File: src/rtl/mux_nx1_seq_if.sv
// Bus bundle for mux_nx1_seq: N parallel channel inputs, control, and the
// registered output with its valid/ready handshake plus a debug state bit.
interface mux_nx1_seq_if #(
  parameter int WIDTH = 8,
  parameter int N     = 4
);
  localparam int SELW = $clog2(N);

  logic [N*WIDTH-1:0] in_bus;
  logic [SELW-1:0]    sel;
  logic               mode;
  logic               en;
  logic               y_ready;
  logic [WIDTH-1:0]   y;
  logic [SELW-1:0]    ch;
  logic               y_valid;
  logic               err;
  logic               scan_state;

  modport master (
    output in_bus, sel, mode, en, y_ready,
    input  y, ch, y_valid, err, scan_state
  );

  modport slave (
    input  in_bus, sel, mode, en, y_ready,
    output y, ch, y_valid, err, scan_state
  );
endinterface

File: src/rtl/mux_nx1_seq.sv
// Registered N:1 mux with manual select or round-robin scan, valid/ready output.
// Scan mode is compiled in only when MUX_NX1_SCAN_EN is defined.
module mux_nx1_seq #(
  parameter int WIDTH = 8,
  parameter int N     = 4,
  parameter int DWELL = 4
) (
  input  logic         clk,
  input  logic         rst,
  mux_nx1_seq_if.slave bus
);
  localparam int SELW = $clog2(N);

  typedef enum logic {ST_MANUAL = 1'b0, ST_SCAN = 1'b1} state_e;

  state_e           state_q, state_d;
  logic [WIDTH-1:0] y_q, y_d;
  logic [SELW-1:0]  ch_q, ch_d;
  logic             y_valid_q, y_valid_d;
  logic             err_q, err_d;
  logic             transition, can_load, load_man, load_scan, sel_in_range;
  logic [WIDTH-1:0] chan [N];

  for (genvar i = 0; i < N; i++) begin : g_chan
    assign chan[i] = bus.in_bus[i*WIDTH +: WIDTH];
  end

  assign sel_in_range = ({1'b0, bus.sel} < (SELW+1)'(N));

  // Handshake: y/ch are consumed on an edge with y_valid && y_ready; a new
  // sample may load only when the register is empty or being consumed.
  assign can_load = bus.en && (!y_valid_q || bus.y_ready);

  always_ff @(posedge clk) begin
    if (rst) state_q <= ST_MANUAL;
    else     state_q <= state_d;
  end

  always_comb begin
    state_d = state_q;
`ifdef MUX_NX1_SCAN_EN
    state_d = bus.mode ? ST_SCAN : ST_MANUAL;
`endif
  end

  // A mode-change edge is a pure transition: no capture, no err.
  always_comb begin
    transition = (state_d != state_q);
    load_man   = (state_q == ST_MANUAL) && !transition && can_load && sel_in_range;
    load_scan  = (state_q == ST_SCAN) && !transition && can_load;
    err_d      = (state_q == ST_MANUAL) && !transition && bus.en && !sel_in_range;
  end

`ifdef MUX_NX1_SCAN_EN
  localparam int DCW = (DWELL > 1) ? $clog2(DWELL) : 1;

  logic [SELW-1:0] ptr_q, ptr_d;
  logic [DCW-1:0]  dcnt_q, dcnt_d;

  always_comb begin
    ptr_d  = ptr_q;
    dcnt_d = dcnt_q;
    if (transition) begin
      ptr_d  = '0;
      dcnt_d = '0;
    end else if (load_scan) begin
      if (dcnt_q == DCW'(DWELL - 1)) begin
        dcnt_d = '0;
        ptr_d  = (ptr_q == SELW'(N - 1)) ? '0 : ptr_q + 1'b1;
      end else begin
        dcnt_d = dcnt_q + 1'b1;
      end
    end
  end

  always_ff @(posedge clk) begin
    if (rst) begin
      ptr_q  <= '0;
      dcnt_q <= '0;
    end else begin
      ptr_q  <= ptr_d;
      dcnt_q <= dcnt_d;
    end
  end
`else
  logic unused_cfg;
  assign unused_cfg = bus.mode ^ (DWELL > 0);
`endif

  always_comb begin
    y_d       = y_q;
    ch_d      = ch_q;
    y_valid_d = y_valid_q;
    if (load_man) begin
      y_d       = chan[bus.sel];
      ch_d      = bus.sel;
      y_valid_d = 1'b1;
`ifdef MUX_NX1_SCAN_EN
    end else if (load_scan) begin
      y_d       = chan[ptr_q];
      ch_d      = ptr_q;
      y_valid_d = 1'b1;
`endif
    end else if (bus.y_ready) begin
      y_valid_d = 1'b0;
    end
  end

  always_ff @(posedge clk) begin
    if (rst) begin
      y_q       <= '0;
      ch_q      <= '0;
      y_valid_q <= 1'b0;
      err_q     <= 1'b0;
    end else begin
      y_q       <= y_d;
      ch_q      <= ch_d;
      y_valid_q <= y_valid_d;
      err_q     <= err_d;
    end
  end

  assign bus.y          = y_q;
  assign bus.ch         = ch_q;
  assign bus.y_valid    = y_valid_q;
  assign bus.err        = err_q;
  assign bus.scan_state = (state_q == ST_SCAN);
endmodule

File: src/flat_wrapper.sv
// flat-port wrapper written by rule: the top's interface ports become plain ports
module mux_nx1_seq_flat 
#(
  parameter int WIDTH = 8,
  parameter int N     = 4,
  parameter int DWELL = 4
)
  (clk, rst, bus_in_bus, bus_sel, bus_mode, bus_en, bus_y_ready, bus_y, bus_ch, bus_y_valid, bus_err, bus_scan_state);
  mux_nx1_seq_if #(.WIDTH(WIDTH), .N(N)) bus_i ();
  input  logic clk;
  input  logic rst;
  input wire logic [$bits(bus_i.in_bus)-1:0] bus_in_bus;
  input wire logic [$bits(bus_i.sel)-1:0] bus_sel;
  input wire logic [$bits(bus_i.mode)-1:0] bus_mode;
  input wire logic [$bits(bus_i.en)-1:0] bus_en;
  input wire logic [$bits(bus_i.y_ready)-1:0] bus_y_ready;
  output wire logic [$bits(bus_i.y)-1:0] bus_y;
  output wire logic [$bits(bus_i.ch)-1:0] bus_ch;
  output wire logic [$bits(bus_i.y_valid)-1:0] bus_y_valid;
  output wire logic [$bits(bus_i.err)-1:0] bus_err;
  output wire logic [$bits(bus_i.scan_state)-1:0] bus_scan_state;
  assign bus_i.in_bus = bus_in_bus;
  assign bus_i.sel = bus_sel;
  assign bus_i.mode = bus_mode;
  assign bus_i.en = bus_en;
  assign bus_i.y_ready = bus_y_ready;
  assign bus_y = bus_i.y;
  assign bus_ch = bus_i.ch;
  assign bus_y_valid = bus_i.y_valid;
  assign bus_err = bus_i.err;
  assign bus_scan_state = bus_i.scan_state;
  mux_nx1_seq #(.WIDTH(WIDTH), .N(N), .DWELL(DWELL)) u_core (.clk(clk), .rst(rst), .bus(bus_i));
endmodule
File: config.mk
export PLATFORM = sky130hd
export DESIGN_NAME = mux_nx1_seq_flat
export DESIGN_NICKNAME = d
export VERILOG_FILES = /design/src/rtl/mux_nx1_seq_if.sv /design/src/rtl/mux_nx1_seq.sv /design/src/flat_wrapper.sv
export SDC_FILE = /design/constraint.sdc
export NUM_CORES = 1
export LEC_CHECK = 0
export CAP_MARGIN = 20
export CORE_AREA = 2 2 49 51
export DETAILED_ROUTE_END_ITERATION = 16
export DIE_AREA = 0 0 51 53
export HOLD_SLACK_MARGIN = 0.12
export PLACE_DENSITY = 0.73
export REMOVE_ABC_BUFFERS = 1
export SLEW_MARGIN = 5
export SYNTH_ARGS = -nofsm -noshare
export SYNTH_HDL_FRONTEND = slang
export SYNTH_SLANG_ARGS = --single-unit
File: constraint.sdc
create_clock -name clk -period 1.35 [get_ports clk]
set_input_delay 0.27 -clock clk [delete_from_list [all_inputs] [get_ports clk]]
set_output_delay 0.27 -clock clk [all_outputs]
set_load 0.03 [all_outputs]
==> results of run 1 <==
cell families (layout without fill, tap and decap cells):
kind of cell	after synthesis	count (layout)	share of synthesized area
flip-flops	11	11	0.351
other	1	2	0.00597
AO/OA/AOI/OAI	21	21	0.167
buffers and inverters	10	59	0.0896
multiplexers	8	8	0.287
AND/OR/NAND/NOR	12	12	0.0996
power by group through the flow:
stage / clock [mW] / combinational (mW) / sequential (mW)
finish: 0.221 / 0.325 / 0.356
global route: 0.244 / 0.345 / 0.359
CTS: 0.220 / 0.325 / 0.356
detailed placement: 0 / 0.328 / 0.364
global placement: 0 / 0.324 / 0.364
floorplan: 0 / 0.0856 / 0.409
registers in the layout, indices dropped and copies added, names as in the netlist:
signal,count
u_core.bus.y,8
u_core.bus.ch,2
u_core.bus.y_valid,1
path summary, 6_finish.rpt:
kind,cells past startpoint,to,startpoint
setup / recovery,5,u_core.bus.y[2]$_SDFFE_PP0P_,bus_sel[0]
hold / removal,2,u_core.bus.y[6]$_SDFFE_PP0P_,u_core.bus.y[6]$_SDFFE_PP0P_
setup reg to reg,3,u_core.bus.y[5]$_SDFFE_PP0P_,u_core.bus.y_valid$_SDFFE_PP0P_
hold reg to reg,2,u_core.bus.y[6]$_SDFFE_PP0P_,u_core.bus.y[6]$_SDFFE_PP0P_
cell type report:
| type | instances | area [µm²] | share of cell area |
|---|---|---|---|
| repair buffers | 54 | 549 | 0.461 |
| multi-input cells | 43 | 358 | 0.300 |
| flip-flops and latches | 11 | 220 | 0.185 |
| well taps | 28 | 35.0 | 0.0294 |
| clock buffers | 4 | 26.3 | 0.0220 |
| inverters | 1 | 3.75 | 0.00315 |
synth_stat cells (all sizes together):
master | instances | area, µm²
o21ai | 10 | 50.1
nor2b | 1 | 6.26
clkbuf | 4 | 16.3
buf | 5 | 36.3
mux4 | 8 | 180
conb | 1 | 3.75
dfxtp | 11 | 220
a21oi | 11 | 55.1
nand3 | 10 | 50.1
nand2b | 1 | 6.26
inv | 1 | 3.75
layer usage:
| layer | up-vias | routed length (µm) |
|---|---|---|
| li1 | 330 | - |
| met1 | 321 | 843 |
| met2 | 37 | 937 |
| met5 | - | 0 |
| met3 | 2 | 187 |
| met4 | 0 | 10 |
layout by cell type (no fill, tap or decap), drive strengths merged:
cell type,netlist,layout
clkbuf,4,4
clkdlybuf4s50,0,36
mux4,8,8
a21oi,11,11
nor2b,1,1
dlygate4sd2,0,11
bufbuf,0,1
nand2b,1,1
inv,1,1
o21ai,10,10
buf,5,5
conb,1,2
nand3,10,10
dfxtp,11,11
clkdlybuf4s15,0,1
worst min-delay path, delay by kind of cell (launching register included):
kind / cells / cell delay (ns)
AO/OA/AOI/OAI: 2 / 0.12
flip-flops: 1 / 0.31
repair_timing:
action,4_1_cts,5_1_grt
cloned,1,0
gates resized for setup,12,2
setup endpoints to repair,19,6
hold endpoints to repair,0,0
==> impl_metrics.csv, run 1 <==
group,metric,value,unit
clocking,ctsHoldBuffers,0,
status,status,"finished, final reports clean",
finish,drive_above_1_share,0.159,
routing,wl,1.98,mm
clocking,htreeDepth,1,
sta,fmax,0.769,GHz
routing,drtIter0Drc,10,
finish,final_area,1190,µm²
logic_synthesis,syn_area,628,µm²
logic_synthesis,synth-seq-cells,11,
setup_path,regToRegSetupSlack,0.31,ns
finish,nets,153,
global_route,grt_max_degree,12,
clocking,cts.sinks,11,
finish,fin_util,0.555,
setup_path,critPathLaunchType,"input pin",
setup_path,critPathMaxFanout,4,
sta,post-route-period-util,0.963,
placement,pre_cts_slack,-0.390,ns
setup_path,path_delay_family,"buffers and inverters",
logic_synthesis,syn_inst,63,
global_route,use_met2,0.273,
sta,finalClockSkew,0.00189,ns
sta,final_max_slew_viol_count,0,
global_route,grt.busiest_layer,"met2",
routing,vias,690,
power_and_ir_drop,irDropWorstVdd,0.000314,V
floorplanning,die_area,2700,µm²
clocking,cts_tree,"done",
setup_path,cp.required,1.49,ns
setup_path,end_kind,"flip-flop",
floorplanning,start_util,0.292,
clocking,postCtsSetupBuffers,0,
setup_path,worstPathArrival,1.44,ns
run,drv_cap,0,
power_and_ir_drop,clkPwrFrac,0.245,
routing,dr.pass1.iters,4,
worst_hold_path,min_path_type,"flip-flop to flip-flop",
finish,final_cells,141,
clocking,cts_root_buf,"clkbuf_4",
sta,setup_ws,0.0494,ns
floorplanning,die_h,53,µm
routing,ant_nets,0,
power_and_ir_drop,combPwrFrac,0.360,
floorplanning,rows,17,
sta,setup_viol,0,
finish,area_delta_synth_final,89.8,%
routing,drcViolationCount,0,
logic_synthesis,yosysUniqueCellTypes,14,
sta,post-route-min-period,1.30,ns
power_and_ir_drop,finalPower,902,µW
global_route,antenna_found_initial,0,
floorplanning,ios,52,
finish,diodes,0,
floorplanning,die_x,51,µm
routing,vias_per_cell,4.89,
setup_path,cpPeakStageDelay,0.48,ns
logic_synthesis,synth_warnings,0,
global_route,groute.usage.overall,0.162,
global_route,grt_pass1_wl,3.24,mm
placement,place_area,1140,µm²
sta,finalSetupTns,0,ns
setup_path,crit_chain,"clkdlybuf4s15_1 -> bufbuf_16 -> mux4_2 -> nand3_1 -> a21oi_1",
sta,rsz0062_at_grt,"false",
logic_synthesis,ys_seq_area_frac,0.351,
power_and_ir_drop,switching_share,0.276,
sta,hold_ws,0.478,ns
global_route,gr-total-overflow,0,
clocking,clk_latency,0.26,ns
global_route,grtUsageMet1,0.201,
clocking,clkSlewWorstSetupHoldPaths,0.07,ns
placement,io_buffers,48,
global_route,gr-usage-met3,0.0311,
logic_synthesis,syn_area_per_cell,9.97,µm²
power_and_ir_drop,p_leak,0.485,nW
finish,fill_cells,209,
power_and_ir_drop,p_seq_frac,0.395,
power_and_ir_drop,p_sw,248,µW
power_and_ir_drop,p_int,653,µW
power_and_ir_drop,power.density,756,nW/µm²
clocking,clockBufferDepth,2,
setup_path,slowest_stage,"mux4_2",
routing,avgRoutedWirePerCell,14.0,µm
setup_path,path_class,"input pin to flip-flop",
placement,gp_congestion,0.748,
floorplanning,coreArea,2150,µm²
global_route,grt_pass1_vias,699,
setup_path,cp_num_buf_inv,2,
placement,place_inst,136,
clocking,numCtsBuffers,3,
sta,finalHoldViolCount,0,
No activity file was read; power rests on OpenSTA's default activity.
==> run 2: changes to the inputs <==
==> constraint.sdc (replaced) <==
create_clock -name clk -period 1.3 [get_ports clk]
set_input_delay 0.26 -clock clk [delete_from_list [all_inputs] [get_ports clk]]
set_output_delay 0.26 -clock clk [all_outputs]
set_load 0.03 [all_outputs]
==> run 2 against run 1 <==
Worst hold slack better by 0.00066 ns. Register-to-register slack got worse by 0.06 ns. Clock power increased by 3%. Sequential share of layout area about the same. Die area unchanged. Cell area is 0.10% lower. Setup slack got worse by 0.0035 ns. Final cell count unchanged. Core utilization is 0.058 points lower. Largest power group unchanged.
==> impl_metrics.csv, run 2 (synthesis results as in run 1) <==
group,metric,value,unit
sta,rsz0062_at_grt,"false",
setup_path,cp.depth,1,
floorplanning,die_x,51,µm
setup_path,cp_num_buf_inv,1,
setup_path,cp.required,1.04,ns
power_and_ir_drop,switching_share,0.274,
setup_path,path_delay_family,"buffers and inverters",
global_route,groute.usage.overall,0.162,
setup_path,critical_path.startpoint,"u_core.bus.ch[1]$_SDFFE_PP0P_",
routing,avgRoutedWirePerCell,14.0,µm
power_and_ir_drop,p_leak,0.477,nW
routing,vias_per_cell,4.89,
floorplanning,ios,52,
setup_path,worstPathArrival,0.99,ns
routing,drtIter0Drc,11,
finish,largest_reg_flops,8,
clocking,postCtsSetupBuffers,0,
sta,final_max_slew_viol_count,0,
worst_hold_path,min_path_type,"flip-flop to flip-flop",
power_and_ir_drop,p_int,679,µW
finish,area_delta_synth_final,89.6,%
clocking,cts_tree,"done",
clocking,clkSlewWorstSetupHoldPaths,0.07,ns
clocking,numCtsBuffers,3,
placement,io_buffers,48,
floorplanning,die_h,53,µm
setup_path,timing.rr.start,"u_core.bus.y_valid$_SDFFE_PP0P_",
worst_hold_path,min_path_cells,2,
routing,wl,1.97,mm
clocking,htreeDepth,1,
floorplanning,start_util,0.292,
setup_path,path_class,"flip-flop to output port",
sta,fmax,0.797,GHz
setup_path,end_kind,"output port",
setup_path,critPathMaxFanout,2,
finish,fill_cells,211,
sta,hold_ws,0.479,ns
worst_hold_path,hp-start,"u_core.bus.y[6]$_SDFFE_PP0P_",
placement,gp_congestion,0.748,
sta,finalHoldViolCount,0,
setup_path,r2r_cells,3,
finish,multi_input_area,358,µm²
clocking,cts_root_buf,"clkbuf_4",
routing,drcViolationCount,0,
routing,dr.pass1.iters,4,
finish,layout_common_cells,"clkdlybuf4s50_1, a21oi_1, dfxtp_1, nand3_1, o21ai_0",
clocking,clockBufferDepth,2,
global_route,grt_pass1_wl,3.24,mm
power_and_ir_drop,p_sw,257,µW
clocking,ctsHoldBuffers,0,
run,drv_cap,0,
power_and_ir_drop,clkPwrFrac,0.244,
finish,diodes,0,
finish,regArea,220,µm²
sta,setup_viol,0,
setup_path,slowest_stage,"dlygate4sd2_1",
power_and_ir_drop,irDropWorstVdd,0.000326,V
finish,nets,153,
setup_path,cpPeakStageDelay,0.40,ns
sta,finalClockSkew,0.00156,ns
floorplanning,die_area,2700,µm²
setup_path,crit_chain,"dlygate4sd2_1",
global_route,grt_max_degree,12,
routing,vias,689,
global_route,gr-total-overflow,0,
power_and_ir_drop,power.density,785,nW/µm²
finish,layout_commonest_cell,"clkdlybuf4s50_1",
status,status,"finished, final reports clean",
clocking,clk_latency,0.26,ns
power_and_ir_drop,p_seq_frac,0.395,
routing,ant_nets,0,
floorplanning,rows,17,
floorplanning,coreArea,2150,µm²
clocking,cts.sinks,11,
global_route,grt_pass1_vias,699,
finish,fin_util,0.554,
sta,post-route-period-util,0.965,
setup_path,critPathLaunchType,"flip-flop",
finish,drive_above_1_share,0.168,
global_route,antenna_found_initial,0,
power_and_ir_drop,combPwrFrac,0.361,
sta,post-route-min-period,1.25,ns
run 2: cell count changes in the layout (fill, tap and decap cells not counted), sizes merged:
| cell | before | now |
|---|---|---|
| dlygate4sd2 | 11 | 8 |
| clkdlybuf4s15 | 1 | 3 |
| clkbuf | 4 | 5 |
run 2: power groups by stage:
stage	Clock (mW)	Sequential, mW	Combinational, mW
final	0.228	0.370	0.338
after global routing	0.254	0.373	0.359
after CTS	0.228	0.370	0.338
after detailed placement	0	0.378	0.340
after global placement	0	0.378	0.337
after floorplan	0	0.425	0.0889
run 2: final timing paths:
kind,endpoint,slack [ns]
setup reg to reg,u_core.bus.y[5]$_SDFFE_PP0P_,0.25
hold reg to reg,u_core.bus.y[6]$_SDFFE_PP0P_,0.48
hold / removal,u_core.bus.y[6]$_SDFFE_PP0P_,0.48
setup / recovery,bus_ch[1],0.05
run 2: cell type report:
cell class                 count  area share
timing repair buffer          54       0.460
multi-input combinational     43       0.300
sequential                    11       0.185
tap                           28      0.0294
clock buffer                   4      0.0221
inverter                       1     0.00315
run 2: per-stage QoR:
stage               setup TNS (ns)  area (µm²)  setup WS (ns)  std cells  total power, mW
floorplan                        0         579          0.116         55            0.513
global placement             -3.55        1140         -0.414        136            0.715
detailed placement           -3.61        1140         -0.430        136            0.719
CTS                              0        1190        0.00273        141            0.936
global route                     0        1190        0.00179        141            0.986
finish                           0        1190         0.0459        141            0.936
run 2: worst reg2reg max path, stage by stage, from the launching register on:
cell	delay, ns
dfxtp_1	0.34
nor2b_2	0.34
o21ai_0	0.15
a21oi_1	0.15
run 2: what timing repair did:
item | CTS | global route
setup endpoints to repair | 19 | 13
gates resized for setup | 13 | 5
cloned | 1 | 0
run 2: metal layers:
layer,global-route usage,wire [µm],part of all wire
met1,0.201,834,0.42
met2,0.273,946,0.48
met3,0.0311,180,0.091
met4,0.0676,10,0.0051
met5,0,0,0
